--- config.mk ---
export PLATFORM = sky130hd
export DESIGN_NAME = pri_encoder_hs
export DESIGN_NICKNAME = d
export VERILOG_FILES = /design/src/rtl/pri_encoder_hs.sv
export SDC_FILE = /design/constraint.sdc
export NUM_CORES = 1
export LEC_CHECK = 0
export BUFFER_PORTS_ARGS = -buffer_cell sky130_fd_sc_hd__buf_2
export CORE_AREA = 2 2 39 41
export DETAILED_ROUTE_END_ITERATION = 12
export DIE_AREA = 0 0 41 43
export GPL_TIMING_DRIVEN = 0
export PLACE_DENSITY_LB_ADDON = 0.2
export SLEW_MARGIN = 15
export SYNTH_ARGS = -nofsm -noshare
export SYNTH_HDL_FRONTEND = slang
export SYNTH_SLANG_ARGS = --single-unit
--- constraint.sdc ---
create_clock -name clk -period 1.62 [get_ports clk]
set_input_delay 0.324 -clock clk [delete_from_list [all_inputs] [get_ports clk]]
set_output_delay 0.324 -clock clk [all_outputs]
set_load 0.02 [all_outputs]
--- src/rtl/pri_encoder_hs.sv ---
// Purpose: captures request rising edges into sticky pending bits and hands the highest pending index to a valid/ready consumer.
// Latency: 2 cycles from the edge that samples a rise to code_valid; back-to-back codes with no bubble while requests remain.
// Backpressure: code_o is held stable while code_ready is low; new requests accumulate in pending, and a repeat of a pending request sets overrun.
module pri_encoder_hs #(
    parameter int N = 4,
    parameter int W = 2
) (
    input  logic         clk,
    input  logic         rst_n,
    input  logic         en,
    input  logic [N-1:0] req,
    output logic [W-1:0] code_o,
    output logic         code_valid,
    input  logic         code_ready,
    output logic [N-1:0] pending,
    output logic         overrun,
    input  logic         ovr_clr
);

    typedef enum logic {IDLE, PRESENT} state_t;

    state_t       state;
    logic [N-1:0] req_q;
    logic [N-1:0] rise;
    logic [N-1:0] cap;
    logic [N-1:0] clr;
    logic [N-1:0] code_oh;
    logic [N-1:0] rem;
    logic         accept;

    // Later (higher) indices overwrite earlier ones, so the highest set bit wins.
    function automatic logic [W-1:0] prio(input logic [N-1:0] v);
        logic [W-1:0] r;
        r = '0;
        for (int i = 0; i < N; i++) begin
            if (v[i]) r = W'(i);
        end
        return r;
    endfunction

    function automatic logic [N-1:0] onehot(input logic [W-1:0] c);
        logic [N-1:0] r;
        r = '0;
        for (int i = 0; i < N; i++) begin
            r[i] = (c == W'(i));
        end
        return r;
    endfunction

    always_comb begin
        accept  = code_valid && code_ready;
        rise    = req & ~req_q;
        cap     = en ? rise : '0;
        code_oh = onehot(code_o);
        clr     = accept ? code_oh : '0;
        // Same-cycle captures are excluded; they are picked up later via IDLE.
        rem     = pending & ~code_oh;
    end

    always_ff @(posedge clk) begin
        if (!rst_n) begin
            state      <= IDLE;
            req_q      <= '0;
            pending    <= '0;
            code_o     <= '0;
            code_valid <= 1'b0;
            overrun    <= 1'b0;
        end else begin
            req_q   <= req;
            pending <= (pending & ~clr) | cap;

            if (|(cap & pending & ~clr)) begin
                overrun <= 1'b1;
            end else if (ovr_clr) begin
                overrun <= 1'b0;
            end

            case (state)
                IDLE: begin
                    if (|pending) begin
                        code_o     <= prio(pending);
                        code_valid <= 1'b1;
                        state      <= PRESENT;
                    end
                end
                PRESENT: begin
                    if (accept) begin
                        if (|rem) begin
                            code_o <= prio(rem);
                        end else begin
                            code_valid <= 1'b0;
                            state      <= IDLE;
                        end
                    end
                end
                default: begin
                    code_valid <= 1'b0;
                    state      <= IDLE;
                end
            endcase
        end
    end

endmodule

==> results of run 1 <==
[Yosys cell counts]
| cell | n | share of area, % |
|---|---|---|
| dfxtp_1 | 13 | 43 |
| nand2_1 | 8 | 5.0 |
| a21boi_0 | 5 | 6.3 |
| and2_1 | 4 | 4.2 |
| mux2i_1 | 4 | 6.7 |
| nand3b_1 | 4 | 5.0 |
| a21oi_1 | 3 | 2.5 |
| nor2_1 | 3 | 1.9 |
| a211oi_1 | 2 | 2.5 |
| inv_1 | 2 | 1.3 |
| o21ai_0 | 2 | 1.7 |
| o221a_1 | 2 | 3.7 |
| o22ai_1 | 2 | 2.1 |
| o31ai_1 | 2 | 2.5 |
| a31oi_1 | 1 | 1.0 |
| buf_2 | 1 | 0.83 |
| buf_6 | 1 | 1.9 |
| clkbuf_1 | 1 | 0.62 |
| nand3_1 | 1 | 0.83 |
| nor3_1 | 1 | 0.83 |
| o221ai_1 | 1 | 1.5 |
| o2bb2ai_1 | 1 | 1.5 |
| o31a_1 | 1 | 1.5 |
| or3_1 | 1 | 1.0 |
[area by class of cell]
| class | instances | area [um2] |
|---|---|---|
| Fill cell | 143 | 646 |
| Multi-Input combinational cell | 48 | 324 |
| Sequential cell | 13 | 260 |
| Timing Repair Buffer | 16 | 80.1 |
| Clock buffer | 4 | 26.3 |
| Buffer | 3 | 20.0 |
| Tap cell | 16 | 20.0 |
| Inverter | 2 | 7.51 |
[critical path: stages (launching register included)]
cell     delay (ns)
dfxtp_1        0.34
buf_6          0.13
mux2i_1        0.22
a21oi_1        0.09
or3_1          0.36
o221a_1        0.23
[stage by stage]
stage | hold slack, ns | instances
after floorplan | 0.446 | 66
after global placement | 0.514 | 98
after detailed placement | 0.525 | 98
after CTS | 0.267 | 102
after global routing | 0.274 | 102
final | 0.271 | 102
[logic make-up after synthesis]
group,share of synthesized area [%]
compound gates,26.7
simple gates,18.7
flops,43.3
buf+inv,4.58
mux,6.67
[what timing repair did]
| action | 4_1_cts | 5_1_grt |
|---|---|---|
| gates resized for setup | 0 | 3 |
| endpoints found under the hold margin | 0 | 0 |
| endpoints found under the setup margin | 0 | 4 |
[flip-flops by register name, summed over array words and instances (netlist names)]
signal,count
pending,4
req_q,4
code_o,2
code_valid,1
overrun,1
state,1
[power by group]
group          total (uW)  internal (uW)  switching, uW
Sequential            370            346           23.5
Combinational         165           71.9           92.8
Clock                 199           95.3            103
Total                 733            513            220
[metal layers]
layer | routed length, um | GRT usage, % | part of all wire [%]
met5 | 0 | 0 | 0
met3 | 33 | 4.71 | 2.8
met1 | 559 | 21.1 | 48
met4 | 10 | 8.00 | 0.85
met2 | 571 | 25.0 | 49
[worst paths after layout]
kind	from	endpoint	slack, ns	depth (start not counted)
setup reg to reg	code_o[0]	code_valid	0.15	5
hold reg to reg	req_q[3]	pending[3]	0.53	2
setup / recovery	code_o[0]	code_valid	0.15	5
hold / removal	req[0]	req_q[0]	0.27	2
==> results.md, run 1 <==
* Critical path fanouts, max at 7
* Chip width at about 40 um
* DRT iter0 DRCs at 3
* Final nets at 96
* Max Cap Viol at 0
* Clk Latency, worst-skew pair at about 0.27 ns
* Port Buffers at 16
* Clk root buf: clkbuf_4
* Maximum vdd drop at 0.000438 V
* Final setup fails at 0
* Cts hold-fix bufs at 0
* Setup TNS Final at 0 ns
* Relative slew margins at 74.2%
* Initial Util at 43.4%
* Vias in the first global route at 484
* Crit start category: register
* Hpwl dp at 901 um
* First-pass GRT wire length at 2020 um
* Sequential element share of the synthesized area at 43.3%
* Largest net degree at the start of global routing at 11
* Die area at 1760 um2
* Pwr Total at 733 uW
* Crit share post-route at 91.0%
* Placeable core area at 1380 um2
* Core Util, Final at 53.3%
* Postcts setup bufs at 0
* Total CTS buffers at 3
* CTS Buffer Depth at 2
* Pre-CTS setup slack at 0.139 ns
* Warnings, synthesis at 0
* Grt total ovfl at 0
* Via count at 548
* Post-Route WL at 1180 um
* Num Clock Sinks at 13
* Syn nets at 75
* Power per cell area at 993 nW/um2
* Worst EP arrival at 1.64 ns
* Slew Limit Fails at 0
* Setup WS post-layout at 0.146 ns
* Synth Register Bits at 13
* GR Util All Layers at between 15 and 20%
* H-tree Lvls at 1
* Post-route cell area at 738 um2
* Syn Area/Cell at 9.10 um2
* Setup Skew at 0.00208 ns
* Clk pin slew, worst setup/hold paths at 0.08 ns
* WL/cell at 11.5 um
* Commonest non-fill, non-tap cell in the layout: buf_2
* Antenna-violating nets left at 0
* Tmin final at 1.47 ns
* Status: completed
* Die height at roughly 43 um
* Rows at 14
* Most frequent cells in the layout: buf_2, dfxtp_1, nand2_1
* First-pass DRT Iterations at 4
* WP data required at 1.79 ns
* Leak Pwr at 0.000295 uW
* FMAX at around 680 MHz
* Hold WC Path Type: in -> reg
* Residual DRC count at 0
* CP endpoint kind: register
* Tightest Pin Transition at 0.387 ns
* CTS tree: yes
* Cells after synthesis at 66
* Placed cell area at approximately 700 um2
* Critical path class: reg -> reg
* Layout area overhead at 22.9%
* RSZ-0062 raised after global routing: false
* Final hold violations at 0
* Vias/cell at 5.37
* Cell Area, Synth at 601 um2
* RD Place Congestion at 0.711
* Antenna Cells at 0
* Unique masters post-synth at 24
* Initial antenna violation count at 0
* Share of cells above drive strength 1 at 27.9%
* I/O pin count at 17
Note: power is estimated with default switching activity, not from simulation.
==> run 2, diff against run 1 <==
==> constraint.sdc (replaced) <==
create_clock -name clk -period 1.8 [get_ports clk]
set_input_delay 0.36 -clock clk [delete_from_list [all_inputs] [get_ports clk]]
set_output_delay 0.36 -clock clk [all_outputs]
set_load 0.02 [all_outputs]
==> run 2 against run 1 <==
Against the previous run: critical path depth stayed put; highest routed layer unchanged; via count is 0.18% higher; flip-flop and latch count is the same; clock power is 10% lower; power fell by 11%; die area stayed put; combinational power fell by 13%; sequential share of layout area increased by 0.55 points; critical path type unchanged; wire length up 0.60%; design area is 1.5% lower; utilization fell by 0.81 points.
==> results.md, run 2 (synthesis gave the netlist of run 1 again) <==
* PostCTS Resize Cnt at 0
* Power per cell area at 900 nW/um2
* Post-Route WL at 1180 um
* Critical path fanouts, max at 7
* RD Place Congestion at 0.711
* Clk pin slew, worst setup/hold paths at 0.08 ns
* Flop pwr share at 50.7%
* Antenna-violating nets left at 0
* Worst path max stage delay at 0.34 ns
* I/O pin count at 17
* Crit share post-route at 82.7%
* Grt peak-use layer: met2
* Clock power frac at 27.4%
* Initial Util at 43.4%
* Tmin final at 1.49 ns
* Postcts setup bufs at 0
* CP Cell Sequence: buf_6, mux2i_1, a21oi_1, or3_1, o221a_1
* Clk Latency, worst-skew pair at between 0.2 and 0.3 ns
* Initial antenna violation count at 0
* Total CTS buffers at 3
* Share of cells above drive strength 1 at 24.4%
* FMAX at 672 MHz
* Int Pwr at 459 uW
* Combinational share of power at a little over a fifth
* Chip width at 41 um
* Placeable core area at 1380 um2
* Clk root buf: clkbuf_4
* Leak Pwr at approximately 0.00029 uW
* Antenna Cells at 0
* Critical path's slowest cell: dfxtp_1
* First-pass DRT Iterations at 4
* Met3 GRT Util at under 10%
* Vias in the first global route at 484
* Status: completed
* Largest regs: pending (4), req_q (4), code_o (2)
* DRT iter0 DRCs at 4
* Hold WC Path Type: in -> reg
* Net Sw Power at between 150 and 200 uW
* CP endpoint kind: register
* Worst EP arrival at 1.66 ns
* Num Clock Sinks at 13
* Hold WS at 0.306 ns
* Rows at 14
* WP data required at 1.97 ns
* Commonest non-fill, non-tap cell in the layout: buf_2
* Met2 usage at 25.0%
* Met1 Usage GRT at 21.1%
* Residual DRC count at 0
* First-pass GRT wire length at 2020 um
* Cts hold-fix bufs at 0
* GR Util All Layers at 16.7%
* Most frequent cells in the layout: buf_2, dfxtp_1, nand2_1
* Crit start category: register
* Layout area overhead at 21.0%
* RSZ-0062 raised after global routing: false
* Slew Limit Fails at 0
* Tightest Pin Transition at 0.399 ns
* Die height at 43 um
* Setup Skew at 0.00333 ns
* Port Buffers at 16
* CTS Buffer Depth at 2
* Maximum vdd drop at 0.000394 V
* Largest net degree at the start of global routing at 11
* WL/cell at 11.6 um
* Via count at between 500 and 600
* Final hold violations at 0
* Die area at approximately 1800 um2
* Grt total ovfl at 0
* Final nets at 96
* Max Cap Viol at 0
* Vias/cell at 5.38
* Sw frac at 29.9%
* Critical path class: reg -> reg
* CTS tree: yes
* Hpwl dp at between 900 and 1000 um
* Final setup fails at 0
* H-tree Lvls at 1
* Setup TNS Final at 0 ns
* Relative slew margins at 73.2%
* Fill cells at approximately 140
run 2: cell counts in the layout (fill, tap and decap cells not counted):
No cell type changed its count.
run 2: final cells by class:
type,count,area (um2),area share [%]
Buffer,3,20.0,2.75
Multi-Input combinational cell,48,313,43.0
Sequential cell,13,260,35.8
Clock buffer,4,26.3,3.61
Timing Repair Buffer,16,80.1,11.0
Tap cell,16,20.0,2.75
Inverter,2,7.51,1.03
run 2: path summary, 6_finish.rpt:
check | startpoint | endpoint | slack (ns) | cells after the start
max | code_o[0] | code_valid | 0.31 | 5
min | req[0] | req_q[0] | 0.31 | 2
max reg2reg | code_o[0] | code_valid | 0.31 | 5
min reg2reg | req_q[3] | pending[3] | 0.53 | 2
run 2: metrics by stage:
step / worst slack [ns] / util (%) / power (uW) / cells / area [um2]
detailed placement: 0.319 / 50.6 / 483 / 98 / 701
CTS: 0.308 / 52.5 / 661 / 102 / 727
floorplan: 0.233 / - / 438 / 66 / 601
finish: 0.311 / 52.5 / 655 / 102 / 727
global route: 0.137 / 52.5 / 694 / 102 / 727
global placement: 0.317 / 50.6 / 481 / 98 / 701
run 2: layer usage:
layer  wire (um)  part of all wire [%]
met4          10                  0.85
met1         541                    46
met2         585                    49
met3          44                   3.7
met5           0                     0
run 2: critical path, delay by kind of cell, from the launching register on:
family / cells / cell delay [ns]
compound gates: 2 / 0.33
buf+inv: 1 / 0.13
flops: 1 / 0.34
mux: 1 / 0.27
simple gates: 1 / 0.33
run 2: power groups by stage:
stage               clock network, uW  registers [uW]  logic [uW]
floorplan                           0             355        83.5
global placement                    0             338         143
detailed placement                  0             339         144
CTS                               185             332         145
global route                      199             335         160
finish                            179             332         143
